--- config.mk ---
export PLATFORM = sky130hd
export DESIGN_NAME = pipeline_stall_controller
export DESIGN_NICKNAME = d
export VERILOG_FILES = /design/src/rtl/pipeline_stall_controller.sv
export SDC_FILE = /design/constraint.sdc
export NUM_CORES = 1
export LEC_CHECK = 0
export BUFFER_PORTS_ARGS = -buffer_cell sky130_fd_sc_hd__buf_4
export CORE_MARGIN = 10
export CORE_UTILIZATION = 31
export CTS_BUF_LIST = sky130_fd_sc_hd__clkbuf_8
export CTS_CLUSTER_DIAMETER = 200
export DETAILED_ROUTE_END_ITERATION = 6
export GPL_TIMING_DRIVEN = 0
export PLACE_DENSITY = 0.65
export SYNTH_ARGS = -nofsm -noshare
export SYNTH_HDL_FRONTEND = slang
export SYNTH_SLANG_ARGS = --single-unit
--- constraint.sdc ---
create_clock -name Clk -period 1.7 [get_ports Clk]
set_input_delay 0.425 -clock Clk [delete_from_list [all_inputs] [get_ports Clk]]
set_output_delay 0.425 -clock Clk [all_outputs]
set_load 0.05 [all_outputs]
--- src/rtl/pipeline_stall_controller.sv ---
// pipeline_stall_controller
//   Central stall/flush sequencer for the 5-stage pipeline. Arbitrates the
//   data-memory wait, EX-stage taken branch, multi-cycle mult/div and the
//   load-use hazard request, and drives the PC / pipeline register enables,
//   the ID/EX bubble and the IF/ID flush.
//
// Parameters
//   LOAD_STALL_CYCLES  bubbles inserted per load-use hazard (1..3)
//   MDU_LATENCY        EX-occupancy cycles of a mult/div (2..15)
//
// Ports
//   Clk, Rst        rising-edge clock, synchronous active-high reset
//   IF_ID_stall     load-use request from hazard detection (ID)
//   BranchTaken     branch/jump resolved taken in EX
//   MduStart        mult/div instruction entering EX this cycle
//   MemWait         data memory not ready (MEM)
//   PCWrite, IF_ID_Write, EX_MEM_Write, MEM_WB_Write   register enables
//   IF_ID_Flush     clear IF/ID to NOP
//   ID_EX_Bubble    load NOP into ID/EX
//   MduBusy         high while the mult/div occupies EX
//   StallCycles     cycles with PCWrite=0 (statistics build only, else 0)
//   FlushCount      IF_ID_Flush cycles (statistics build only, else 0)
//
// Configuration
//   STALL_STATS_EN  when defined, adds the two 32-bit statistics counters.
//
// Priority each cycle: MemWait > BranchTaken > MDU_BUSY > MduStart > IF_ID_stall.
// All outputs are combinational from the state and the current inputs.

module pipeline_stall_controller #(
  parameter int LOAD_STALL_CYCLES = 1,
  parameter int MDU_LATENCY       = 4
) (
  input  logic        Clk,
  input  logic        Rst,
  input  logic        IF_ID_stall,
  input  logic        BranchTaken,
  input  logic        MduStart,
  input  logic        MemWait,
  output logic        PCWrite,
  output logic        IF_ID_Write,
  output logic        IF_ID_Flush,
  output logic        ID_EX_Bubble,
  output logic        EX_MEM_Write,
  output logic        MEM_WB_Write,
  output logic        MduBusy,
  output logic [31:0] StallCycles,
  output logic [31:0] FlushCount
);

  typedef enum logic [1:0] {
    RUN      = 2'd0,
    LU_STALL = 2'd1,
    MDU_BUSY = 2'd2
  } state_t;

  localparam logic [3:0] LU_LOAD  = 4'(LOAD_STALL_CYCLES - 1);
  localparam logic [3:0] MDU_LOAD = 4'(MDU_LATENCY - 1);

  state_t     state_r;
  state_t     state_nxt_s;
  logic [3:0] cnt_r;
  logic [3:0] cnt_nxt_s;

  // Output decode and next-state selection by event priority.
  always_comb begin
    PCWrite      = 1'b1;
    IF_ID_Write  = 1'b1;
    IF_ID_Flush  = 1'b0;
    ID_EX_Bubble = 1'b0;
    EX_MEM_Write = 1'b1;
    MEM_WB_Write = 1'b1;
    MduBusy      = 1'b0;
    state_nxt_s  = state_r;
    cnt_nxt_s    = cnt_r;

    if (Rst) begin
      PCWrite      = 1'b0;
      IF_ID_Write  = 1'b0;
      EX_MEM_Write = 1'b0;
      MEM_WB_Write = 1'b0;
      state_nxt_s  = RUN;
      cnt_nxt_s    = 4'd0;
    end else if (MemWait) begin
      // Whole pipeline frozen; state and count hold, other inputs ignored.
      PCWrite      = 1'b0;
      IF_ID_Write  = 1'b0;
      EX_MEM_Write = 1'b0;
      MEM_WB_Write = 1'b0;
      MduBusy      = (state_r == MDU_BUSY);
    end else begin
      case (state_r)
        MDU_BUSY: begin
          // EX is occupied: branch and a second MduStart cannot be legal here.
          PCWrite     = 1'b0;
          IF_ID_Write = 1'b0;
          MduBusy     = 1'b1;
          if (cnt_r == 4'd1) begin
            state_nxt_s = RUN;
            cnt_nxt_s   = 4'd0;
          end else begin
            cnt_nxt_s = cnt_r - 4'd1;
          end
        end
        LU_STALL: begin
          if (BranchTaken) begin
            // Taken branch abandons the remaining load-use bubbles.
            IF_ID_Flush  = 1'b1;
            ID_EX_Bubble = 1'b1;
            state_nxt_s  = RUN;
            cnt_nxt_s    = 4'd0;
          end else begin
            PCWrite      = 1'b0;
            IF_ID_Write  = 1'b0;
            ID_EX_Bubble = 1'b1;
            if (cnt_r == 4'd1) begin
              state_nxt_s = RUN;
              cnt_nxt_s   = 4'd0;
            end else begin
              cnt_nxt_s = cnt_r - 4'd1;
            end
          end
        end
        RUN: begin
          if (BranchTaken) begin
            IF_ID_Flush  = 1'b1;
            ID_EX_Bubble = 1'b1;
            state_nxt_s  = RUN;
            cnt_nxt_s    = 4'd0;
          end else if (MduStart) begin
            // The MduStart cycle itself is the first of MDU_LATENCY stall cycles.
            PCWrite     = 1'b0;
            IF_ID_Write = 1'b0;
            state_nxt_s = MDU_BUSY;
            cnt_nxt_s   = MDU_LOAD;
          end else if (IF_ID_stall) begin
            PCWrite      = 1'b0;
            IF_ID_Write  = 1'b0;
            ID_EX_Bubble = 1'b1;
            if (LOAD_STALL_CYCLES > 1) begin
              state_nxt_s = LU_STALL;
              cnt_nxt_s   = LU_LOAD;
            end else begin
              state_nxt_s = RUN;
            end
          end else begin
            state_nxt_s = RUN;
          end
        end
        default: begin
          state_nxt_s = RUN;
          cnt_nxt_s   = 4'd0;
        end
      endcase
    end
  end

  // State and stall counter registers.
  always_ff @(posedge Clk) begin
    if (Rst) begin
      state_r <= RUN;
      cnt_r   <= 4'd0;
    end else begin
      state_r <= state_nxt_s;
      cnt_r   <= cnt_nxt_s;
    end
  end

`ifdef STALL_STATS_EN
  logic [31:0] stall_cycles_r;
  logic [31:0] flush_count_r;

  // Statistics counters; wrap naturally at 2^32.
  always_ff @(posedge Clk) begin
    if (Rst) begin
      stall_cycles_r <= 32'd0;
      flush_count_r  <= 32'd0;
    end else begin
      if (!PCWrite) begin
        stall_cycles_r <= stall_cycles_r + 32'd1;
      end
      if (IF_ID_Flush) begin
        flush_count_r <= flush_count_r + 32'd1;
      end
    end
  end

  assign StallCycles = stall_cycles_r;
  assign FlushCount  = flush_count_r;
`else
  assign StallCycles = 32'd0;
  assign FlushCount  = 32'd0;
`endif

endmodule

==> impl_metrics.yaml <==
pwr:
  leakagePower_nw: 0.868
  vdd_ir_drop_max_v: 0.000228
  powerDensity_nw_per_um2: 639
layout:
  multiInputGateArea_um2: 586
  drive_gt1_frac: 0.488
  nNetsFinal: 215
  fin_area_um2: 1480
  ff_latch_area_um2: 125
  final_common_cell: "buf_4"
  num-fill-cells: 310
  syn_to_final_growth_pct: 55.5
  final_cell_mix: "80 x buf_4, 64 x conb_1, 9 x nor2_1, 4 x inv_1, 4 x dfxtp_1"
  num_antenna_cells: 0
  fin_cells: 238
synth:
  synth_edf_count: 0
  ys_ff_latch: 6
  yosysSeqAreaShare: 0.127
  yosys.area.top_type: "buf_4"
  ys_types: 28
  yosys-top-cells-area: "buf_4 54%, dfxtp_1 13%, nor2_1 4.0%"
  async_flop_share: 0
  syn_area_per_cell_um2: 7.59
  syn_area_um2: 948
  synth_cells: 125
  ys_warn_count: 0
  yosysTopAreaCellShare: 0.538
  synthFlopType: "dfxtp_1"
timing:
  hold_ws_ps: 498
  max_slew_margin: 0.648
  finalSetupViolations: 0
  worstMarginPinSlew_ps: 527
  layout_min_cycle_time_ps: 1660
  drv_slew: 0
  rsz0062_at_grt: "no"
  final_hold_viol_count: 0
  finalSetupTns_ps: 0
  setup_ws_ps: 35.0
  clock_skew_ps: 0.364
  clock.fmax_mhz: 601
  fin_crit_sh: 0.979
die:
  start_util: 0.318
  dieHeight_um: 75.3
  io_pins: 77
  dieWidth_um: 75.3
  core_area_um2: 2980
  rows: 20
  die-area_um2: 5670
grt:
  grt_pass1_wl_um: 3390
  track_usage: 0.0764
  grt_pass1_vias: 801
  antenna_found_initial: 0
  grt_max_degree: 11
  grt.overflow.total: 0
routing:
  detail_route.wl_per_cell_um: 9.42
  drtIter0Drc: 24
  route.met2.wl_um: 1020
  firstDrtPassIters: 4
  postRouteWirelength_um: 2240
  dr.max_layer_used: "met4"
  dr_wl_met3_um: 475
  vias_per_cell: 3.40
  drtAntennaViolNets: 0
  route.detailed.drc: 0
  dr_total_vias: 810
  drt-met1-wl_um: 697
setup_path:
  startpoint_type: "input pin"
  cp-end-kind: "output port"
  worst-path-max-fanout: 2
  cp.required_ps: 1270
  crit_type: "input pin to output port"
  timing.rr.start: "cnt_r[0]"
  cp-startpoint: "IF_ID_stall"
  critical_path_arrival_ps: 1240
clock_tree:
  htree_levels: 1
  tritoncts: "built"
  insertion_delay_ps: 220
  cts_root_buf: "clkbuf_8"
  cts_buffers: 3
  clk_pin_slew_ps: 30
  clockBufferDepth: 2
  cts_sinks: 6
  cts_hold_buf: 0
min_path:
  min_path_type: "flip-flop to flip-flop"
  min_from: "cnt_r[3]"
place:
  pre_cts_ws_ps: -68.0
  placed_area_um2: 1380
  gp_congestion: 0.758
  portBuffers: 11
  dp.final_hpwl_um: 1990
  dp_cells: 232
job:
  drv_cap: 0
outcome:
  status: "finished, final reports clean"
synthesized netlist by cell type, types with 2 or more instances:
cell type,number
dfxtp_1,6
buf_4,68
o22ai_1,3
nor3b_1,3
a211oi_1,2
a21oi_1,2
inv_1,4
nor2_1,10
or2_2,2
nand2_1,3
nor3_1,4
ha_1,2
final cells by class:
| class | instances | share of cell area |
|---|---|---|
| clock buffers | 3 | 0.0280 |
| plain buffers | 68 | 0.363 |
| multi-input cells | 108 | 0.397 |
| well taps | 33 | 0.0280 |
| repair buffers | 16 | 0.0891 |
| inverters | 4 | 0.0102 |
| flip-flops and latches | 6 | 0.0848 |
power breakdown:
part           total (W)  switching (W)  internal [W]
Clock           0.000205      0.0000536      0.000151
Sequential      0.000152     0.00000573      0.000147
Combinational   0.000586       0.000418      0.000168
Total           0.000943       0.000477      0.000466
flip-flops by register name, indices dropped and copies added, names as in the netlist:
name,count
cnt_r,4
state_r,2
layer usage:
layer | vias up | global-route usage
met3 | 4 | 0.0612
met2 | 49 | 0.131
li1 | 441 | -
met5 | - | 0
met4 | 0 | 0.0433
met1 | 316 | 0.0596
stage by stage:
| stage | total power [W] | util |
|---|---|---|
| 2_1_floorplan | 0.000685 | - |
| 3_3_place_gp | 0.000721 | 0.464 |
| 3_5_place_dp | 0.000722 | 0.464 |
| 4_1_cts | 0.000938 | 0.492 |
| 5_1_grt | 0.000994 | 0.495 |
| 6_report | 0.000943 | 0.495 |
worst max-delay path, cell delays in order:
cell and delay [ps]:
buf_4 120, nor3_4 140, nor2_1 60, o21ai_1 130
and2_4 170, buf_4 190
cells by family after synthesis:
logic type,after synthesis,synth area share
AOI/OAI and AO/OA,14,0.107
adders and majority gates,2,0.0264
buffers and inverters,74,0.573
DFF,6,0.127
muxes,1,0.0106
other,1,0.00395
and+or+nand+nor,27,0.153
repair_timing:
| action | CTS | global route |
|---|---|---|
| hold endpoints to repair | 0 | 0 |
| resized for setup | 6 | 7 |
| buffers inserted | 3 | 2 |
| setup endpoints to repair | 3 | 3 |
| pin swaps | 2 | 3 |
worst paths after layout:
check        cells after the start           to  slack (ps)
max                              6  IF_ID_Write          40
min                              1     cnt_r[3]         500
max reg2reg                      5     cnt_r[0]         170
min reg2reg                      1     cnt_r[3]         500
No activity file was read; power rests on OpenSTA's default activity.
